<file path="src/rtl/fifo_wr_arbiter.sv">
// Round-robin write arbiter: funnels NUM_REQ requesters into a single FIFO write port.
// Only one word is in flight at a time; a word the FIFO does not acknowledge is rewritten.
module fifo_wr_arbiter #(
   parameter int FIFO_WIDTH = 16,
   parameter int NUM_REQ    = 4
) (
   input  logic                          clk,
   input  logic                          rst_n,
   input  logic [NUM_REQ-1:0]            req,
   input  logic [NUM_REQ*FIFO_WIDTH-1:0] req_data,
   output logic [NUM_REQ-1:0]            gnt,
   input  logic                          fifo_full,
   input  logic                          fifo_wr_ack,
   input  logic                          fifo_overflow,
   output logic                          fifo_wr_en,
   output logic [FIFO_WIDTH-1:0]         fifo_data_in,
   output logic                          busy,
   output logic [15:0]                   wr_count,
   output logic [7:0]                    retry_count
);

   localparam int              PTR_W = $clog2(NUM_REQ);
   localparam logic [PTR_W:0]  NUM_W = (PTR_W+1)'(NUM_REQ);

   typedef enum logic [1:0] {IDLE, WRITE, ACK, HOLD} state_e;

   state_e                r_state;
   logic [PTR_W-1:0]      r_owner;
   logic [PTR_W-1:0]      r_rr_ptr;
   logic [FIFO_WIDTH-1:0] r_data;
   logic [NUM_REQ-1:0]    r_gnt;
   logic                  r_wr_en;
   logic [15:0]           r_wr_count;
   logic [7:0]            r_retry_count;

   state_e                w_state_nxt;
   logic [PTR_W-1:0]      w_owner_nxt;
   logic [PTR_W-1:0]      w_rr_nxt;
   logic [FIFO_WIDTH-1:0] w_data_nxt;
   logic [NUM_REQ-1:0]    w_gnt_nxt;
   logic                  w_wr_en_nxt;
   logic [15:0]           w_wr_cnt_nxt;
   logic [7:0]            w_retry_nxt;

   logic [NUM_REQ-1:0]    w_elig;
   logic                  w_found;
   logic [PTR_W-1:0]      w_sel;
   logic [PTR_W:0]        w_idx;
   logic [PTR_W:0]        w_ptr_inc;
   logic [FIFO_WIDTH-1:0] w_sel_data;

   // Round-robin search starting at r_rr_ptr; a requester whose gnt is high this cycle is skipped.
   always_comb begin
      // NOTE: every signal written here gets a default first, so no path can infer a latch.
      w_elig  = req & ~r_gnt;
      w_found = 1'b0;
      w_sel   = '0;
      w_idx   = '0;
      for (int k = 0; k < NUM_REQ; k++) begin
         w_idx = {1'b0, r_rr_ptr} + (PTR_W+1)'(k);
         if (w_idx >= NUM_W) begin
            w_idx = w_idx - NUM_W;
         end
         if (!w_found && w_elig[w_idx[PTR_W-1:0]]) begin
            w_found = 1'b1;
            w_sel   = w_idx[PTR_W-1:0];
         end
      end
   end

   assign w_sel_data = req_data[w_sel*FIFO_WIDTH +: FIFO_WIDTH];
   assign w_ptr_inc  = {1'b0, r_owner} + 1'b1;

   always_comb begin
      w_state_nxt  = r_state;
      w_owner_nxt  = r_owner;
      w_rr_nxt     = r_rr_ptr;
      w_data_nxt   = r_data;
      w_gnt_nxt    = '0;
      w_wr_en_nxt  = 1'b0;
      w_wr_cnt_nxt = r_wr_count;
      w_retry_nxt  = r_retry_count;
      case (r_state)
         IDLE: begin
            if (!fifo_full && w_found) begin
               w_owner_nxt = w_sel;
               w_data_nxt  = w_sel_data;
               w_wr_en_nxt = 1'b1;
               w_state_nxt = WRITE;
            end
         end
         WRITE: w_state_nxt = ACK;
         ACK: begin
            // An ack wins over overflow; no ack at all is handled as an overflow.
            case ({fifo_wr_ack, fifo_overflow})
               2'b10, 2'b11: begin
                  w_gnt_nxt[r_owner] = 1'b1;
                  w_rr_nxt           = (w_ptr_inc == NUM_W) ? '0 : w_ptr_inc[PTR_W-1:0];
                  if (r_wr_count != 16'hFFFF) begin
                     w_wr_cnt_nxt = r_wr_count + 16'd1;
                  end
                  w_state_nxt = IDLE;
               end
               default: begin
                  if (r_retry_count != 8'hFF) begin
                     w_retry_nxt = r_retry_count + 8'd1;
                  end
                  w_state_nxt = HOLD;
               end
            endcase
         end
         HOLD: begin
            if (!fifo_full) begin
               w_wr_en_nxt = 1'b1;
               w_state_nxt = WRITE;
            end
         end
         default: w_state_nxt = IDLE;
      endcase
   end

   always_ff @(posedge clk) begin
      // NOTE: registers use non-blocking assignment so every flop samples pre-edge values.
      if (!rst_n) begin
         r_state       <= IDLE;
         r_owner       <= '0;
         r_rr_ptr      <= '0;
         r_data        <= '0;
         r_gnt         <= '0;
         r_wr_en       <= 1'b0;
         r_wr_count    <= '0;
         r_retry_count <= '0;
      end else begin
         r_state       <= w_state_nxt;
         r_owner       <= w_owner_nxt;
         r_rr_ptr      <= w_rr_nxt;
         r_data        <= w_data_nxt;
         r_gnt         <= w_gnt_nxt;
         r_wr_en       <= w_wr_en_nxt;
         r_wr_count    <= w_wr_cnt_nxt;
         r_retry_count <= w_retry_nxt;
      end
   end

   assign gnt          = r_gnt;
   assign fifo_wr_en   = r_wr_en;
   assign fifo_data_in = r_data;
   assign busy         = (r_state != IDLE);
   assign wr_count     = r_wr_count;
   assign retry_count  = r_retry_count;

endmodule

</file>
<file path="config.mk">
export PLATFORM = sky130hd
export DESIGN_NAME = fifo_wr_arbiter
export DESIGN_NICKNAME = d
export VERILOG_FILES = /design/src/rtl/fifo_wr_arbiter.sv
export SDC_FILE = /design/constraint.sdc
export NUM_CORES = 1
export LEC_CHECK = 0
export CAP_MARGIN = 25
export CORE_MARGIN = 3
export CORE_UTILIZATION = 43
export CTS_CLUSTER_DIAMETER = 30
export DETAILED_ROUTE_END_ITERATION = 10
export PLACE_DENSITY = 0.83
export SLEW_MARGIN = 10
export SYNTH_ARGS = -nofsm -noshare
export SYNTH_HDL_FRONTEND = slang
export SYNTH_SLANG_ARGS = --single-unit
</file>
<file path="constraint.sdc">
create_clock -name clk -period 2.45 [get_ports clk]
set_input_delay 0.49 -clock clk [delete_from_list [all_inputs] [get_ports clk]]
set_output_delay 0.49 -clock clk [all_outputs]
set_load 0.1 [all_outputs]
</file>
==> results of run 1 <==
## worst reg2reg max path: stages, from the launching register on
cell	delay (ns)
dfxtp_1	0.35
inv_1	0.11
ha_1	0.19
and2_1	0.17
nand4_1	0.18
nor4b_1	0.48
xor2_1	0.12
and2_1	0.17
## sequential cells by signal, indices dropped and copies added, names as in the netlist
register,flops
r_state,2
r_rr_ptr,2
r_owner,2
retry_count,8
wr_count,16
gnt,4
fifo_data_in,16
fifo_wr_en,1
## layer usage
layer	wire, um	track usage	part of all wire
met5	0	0	0
met4	129	0.0618	0.017
met3	424	0.0423	0.054
met2	3910	0.327	0.50
met1	3340	0.254	0.43
## Yosys cell counts (4+ instances only)
cell type	n	share of area
mux2i_1	34	0.12
xnor2_1	12	0.036
and4_1	5	0.015
o21ai_0	7	0.012
xor2_1	7	0.021
o221ai_1	6	0.018
and2_1	24	0.052
o221ai_2	10	0.052
a21oi_1	5	0.0086
nor3_1	5	0.0086
clkbuf_1	9	0.012
nor2b_1	6	0.013
and3_1	6	0.013
ha_1	11	0.047
nand2_1	13	0.017
dfxtp_1	51	0.35
inv_1	8	0.010
nand4_1	4	0.0086
nand3_1	23	0.040
o211ai_1	4	0.010
a21boi_0	4	0.010
## cell families after synthesis
logic type | after synthesis | share of synthesized area
AND/OR/NAND/NOR | 108 | 0.232
adder cells (fa/ha/maj) | 11 | 0.0474
multiplexers | 34 | 0.117
XOR/XNOR | 19 | 0.0574
buffers and inverters | 23 | 0.0405
flip-flops | 51 | 0.352
AO/OA/AOI/OAI | 48 | 0.154
## power groups by stage
stage	clock [uW]	combinational (uW)	sequential (uW)
floorplan	0	237	1150
global placement	0	698	910
detailed placement	0	709	913
CTS	629	710	893
global route	669	741	900
finish	616	706	893
## stage by stage
stage / instances / instance area, um^2 / util / power [uW]
finish: 489 / 4190 / 0.649 / 2220
global route: 489 / 4190 / 0.649 / 2310
CTS: 489 / 4190 / 0.649 / 2230
detailed placement: 481 / 4080 / 0.631 / 1620
global placement: 481 / 4080 / 0.631 / 1610
floorplan: 294 / 2900 / - / 1380
## worst paths after layout
| check | endpoint | slack (ns) | depth (start not counted) |
|---|---|---|---|
| max | fifo_data_in[12] | 0.41 | 7 |
| min | fifo_data_in[0] | 0.50 | 2 |
| max reg2reg | wr_count[15] | 0.58 | 7 |
| min reg2reg | fifo_data_in[0] | 0.50 | 2 |
## final cells by class
| cell class | count | area share |
|---|---|---|
| clock buffer | 6 | 0.0197 |
| clock inverter | 2 | 0.00835 |
| inverter | 8 | 0.00716 |
| multi-input combinational | 220 | 0.420 |
| sequential | 51 | 0.243 |
| tap | 77 | 0.0230 |
| timing repair buffer | 125 | 0.278 |
## cell usage in the layout (no fill, tap or decap), drive strengths merged, types with 6 or more instances in the layout
cell | netlist | layout
clkdlybuf4s50 | 0 | 71
buf | 6 | 54
o21ai | 8 | 8
o221ai | 16 | 16
dfxtp | 51 | 51
nor2b | 6 | 6
nand3 | 23 | 23
xnor2 | 12 | 12
mux2i | 34 | 34
and2 | 24 | 24
xor2 | 7 | 7
and3 | 6 | 6
inv | 8 | 8
nand2 | 15 | 15
ha | 11 | 11
clkbuf | 9 | 6
==> flow_metrics.tcl, run 1 <==
set metrics [dict create \
    period_share 0.831 \
    max_freq_mhz 491 \
    post_synth_inst_count 294 \
    die_x_um 88.1 \
    yosysWarningCount 0 \
    multiInputGateArea_um2 1760 \
    clock_sinks 51 \
    drive_above_1_share 0.199 \
    p_sw_frac 0.341 \
    p_leak_uw 0.00185 \
    port_buffers 117 \
    critical_path.startpoint_type "input port" \
    grt_max_degree 53 \
    grt_pass1_wl_um 12200 \
    power_frac_comb 0.319 \
    arrival_ns 2.23 \
    diodes 0 \
    worst_slew_pin_slew_ns 0.488 \
    async_flop_share 0 \
    seq_power_share 0.403 \
    synth_edf_count 0 \
    powerDensity_nw_per_um2 528 \
    slowest_delay_ns 0.53 \
    maxSlewViolCount 0 \
    cts_setup_buffers 0 \
    period_needed_ns 2.04 \
    drv_cap 0 \
    wl_per_cell_um 16.0 \
    syn_area_um2 2900 \
    nFillCells 569 \
    dieArea_um2 7770 \
    cp-end-kind "flop" \
    fin_nets 495 \
    gr-total-overflow 0 \
    tns_ns 0 \
    cts_root_buf "clkbuf_8" \
    min_from "fifo_data_in[0]" \
    drc 0 \
    finalClockSkew_ns 0.00568 \
    ir_drop_uv 272 \
    clockPowerShare 0.278 \
    timing.rr.start "r_state[0]" \
    switchingPower_uw 756 \
    slowest_stage "clkdlybuf4s50_1" \
    ys_types 47 \
    finalWirelength_um 7810 \
    gp_routability_congestion 0.801 \
    hold_ws_ns 0.499 \
    pre_cts_slack_ns 0.0949 \
    critPathTopFamily "buffers and inverters" \
    critPathMaxFanout 17 \
    detail-route-antenna-nets 0 \
    pin_count 119 \
    outcome "complete, no violations" \
    syn_nets 378 \
    avgSynthCellArea_um2 9.87 \
    min_path_type "flop to flop" \
    crit_chain "clkdlybuf4s50_1, nor4bb_1, a211oi_2, nand2_2, buf_12, mux2i_1, o221ai_2" \
    core_area_um2 6460 \
    final.setup.worst_slack_ns 0.414 \
    crit_required_ns 2.64 \
    track_usage 0.196 \
    vias 2673 \
    cts_buffers 5 \
    grt_antenna_before_repair 0 \
    maxSlewHeadroom 0.671 \
    vias_per_cell 5.47 \
    ys_seq_area_frac 0.352 \
    ctsHoldBuffers 0 \
    p_int_uw 1460 \
    start_util 0.449 \
    clock_path_buffers 2 \
    crit_type "input port to flop" \
    die_y_um 88.1 \
    cp_num_buf_inv 2 \
    syn_to_final_growth_pct 44.5 \
    seqCellArea_um2 1020 \
    clk_pin_slew_worst_paths_ns 0.09 \
    ys_ff_latch 51 \
    cts_resized 0 \
    finalSetupViolCount 0 \
    htreeDepth 2 \
    rows 29 \
    ys.flop_type "dfxtp_1" \
    setup.worst_path.start "req[2]" \
    hold_violations 0 \
    firstDrtPassIters 5 \
    rsz0062_at_grt "false" \
    hpwl_um 5950 \
    grt_pass1_vias 2573 \
    cts_tree "built" \
    clock_latency_ns 0.30 \
    drtIter0Drc 85 \
]
Power figures use the tool's default switching activity.
==> run 2: changes to the inputs <==
clock period = 2.1 ns   (was 2.45 ns; I/O delays follow)
==> run 2 against run 1 <==
  * Clock power shrank 6.2%
  * Clock-buffer cell count is the same
  * Design area grew 1.8%
  * Critical path type unchanged
  * Critical endpoint is now fifo_data_in[0]
  * Largest cell class unchanged
==> flow_metrics.tcl, run 2 (same netlist as run 1, synthesis figures left out) <==
set metrics [dict create \
    cp.depth 7 \
    rows 29 \
    cp-end-kind "flop" \
    reg2regPathDepth 7 \
    reg2reg_to "wr_count[15]" \
    ctsHoldBuffers 0 \
    maxSlewHeadroom 0.649 \
    cts_resized 0 \
    cts_root_buf "clkbuf_8" \
    slowest_stage "clkdlybuf4s50_1" \
    grt_pass1_wl_um 12200 \
    total_power_uw 2470 \
    finalInstanceArea_um2 4270 \
    hpwl_um 6120 \
    layout_commonest_cell "clkdlybuf4s50_1" \
    grt_max_degree 28 \
    period_needed_ns 1.95 \
    timing.rr.start "r_state[0]" \
    cts_buffers 5 \
    port_buffers 117 \
    cts_tree "built" \
    rsz0062_at_grt "false" \
    min_path_type "flop to flop" \
    multiInputGateArea_um2 1760 \
    whs_endpoint "retry_count[1]" \
    grt_antenna_before_repair 0 \
    wl_per_cell_um 15.9 \
    vias 2691 \
    seqCellArea_um2 1050 \
    most-common-layout-cells "71 x clkdlybuf4s50_1, 57 x buf_4, 34 x mux2i_1" \
    pre_cts_slack_ns -0.154 \
    r2r_slack_ns 0.34 \
    arrival_ns 2.13 \
    seq_power_share 0.422 \
    cp_num_buf_inv 2 \
    ir_drop_uv 316 \
    nFillCells 513 \
    critPathTopFamily "buffers and inverters" \
    hold_violations 0 \
    gr-total-overflow 0 \
    worst_slew_pin_slew_ns 0.521 \
    syn_to_final_growth_pct 47.1 \
    clock_path_buffers 2 \
    final.setup.worst_slack_ns 0.149 \
    critPathMaxFanout 16 \
    finalClockSkew_ns 0.0137 \
    slowest_delay_ns 0.50 \
    p_sw_frac 0.353 \
    switchingPower_uw 874 \
    p_leak_uw 0.00189 \
    drv_cap 0 \
    clock_latency_ns 0.31 \
    firstDrtPassIters 4 \
    fin_nets 503 \
    die_x_um 88.1 \
    outcome "complete, no violations" \
    clock_sinks 51 \
    crit_chain "clkdlybuf4s50_1, nor4bb_1, a211oi_2, nand2_2, buf_12, mux2i_1, o221ai_2" \
    vias_per_cell 5.43 \
    power_frac_comb 0.344 \
    p_int_uw 1600 \
    track_usage 0.197 \
    pin_count 119 \
    hold_ws_ns 0.491 \
    finalWirelength_um 7880 \
    min_from "retry_count[1]" \
    powerDensity_nw_per_um2 579 \
    period_share 0.929 \
    detail-route-antenna-nets 0 \
    die_y_um 88.1 \
    maxSlewViolCount 0 \
    gp_routability_congestion 0.804 \
    crit_required_ns 2.28 \
    diodes 0 \
    critical_path.startpoint_type "input port" \
    drive_above_1_share 0.272 \
    htreeDepth 2 \
    finalSetupViolCount 0 \
    drc 0 \
    place_area_um2 4180 \
    grt_pass1_vias 2527 \
    cts_setup_buffers 0 \
    max_freq_mhz 513 \
    min_path_cells 2 \
    drtIter0Drc 79 \
    dieArea_um2 7770 \
    clk_pin_slew_worst_paths_ns 0.08 \
    core_area_um2 6460 \
    clockPowerShare 0.234 \
    crit_type "input port to flop" \
    tns_ns 0 \
    start_util 0.449 \
]
run 2: changes by cell type in the layout (fill, tap and decap cells not counted):
| cell | change |
|---|---|
| dfxtp_1 | -25 |
| buf_4 | +7 |
| buf_12 | +1 |
| dfxtp_2 | +25 |
| bufinv_16 | -1 |
run 2: area by class of cell:
| cell class | instances | area share |
|---|---|---|
| timing repair buffer | 133 | 0.290 |
| sequential | 51 | 0.247 |
| clock inverter | 1 | 0.00117 |
| multi-input combinational | 220 | 0.413 |
| clock buffer | 6 | 0.0193 |
| tap | 77 | 0.0226 |
| inverter | 8 | 0.00704 |
run 2: worst max-delay path by stage:
stage / slack (ns) / end / start
2_1_floorplan: 0.02 / retry_count[4] / retry_count[7]
3_3_place_gp: -0.13 / fifo_data_in[3] / req[0]
3_5_place_dp: -0.15 / fifo_data_in[0] / req[2]
4_1_cts: 0.16 / fifo_data_in[0] / req[2]
5_1_grt: 0.05 / fifo_data_in[2] / req[2]
6_report: 0.15 / fifo_data_in[0] / req[2]
run 2: through the flow:
step                cells  utilization
floorplan             294            -
global placement      489        0.647
detailed placement    489        0.647
CTS                   496        0.661
global route          496        0.661
finish                496        0.661
run 2: power groups by stage:
stage	Clock (uW)	Combinational (uW)	Sequential, uW
floorplan	0	276	1340
CTS	590	854	1040
finish	578	851	1040
global route	636	895	1050
global placement	0	841	1060
detailed placement	0	853	1070
run 2: layer usage:
metal	GRT usage	routed length, um	vias up
li1	-	-	1331
met1	0.252	3340	1286
met2	0.337	4090	68
met3	0.0433	361	6
met4	0.0508	84	0
met5	0	0	-
run 2: worst min-delay path: stages (launching register included):
cell and delay (ns):
dfxtp_2 0.34, nand2_1 0.05, a21boi_0 0.06
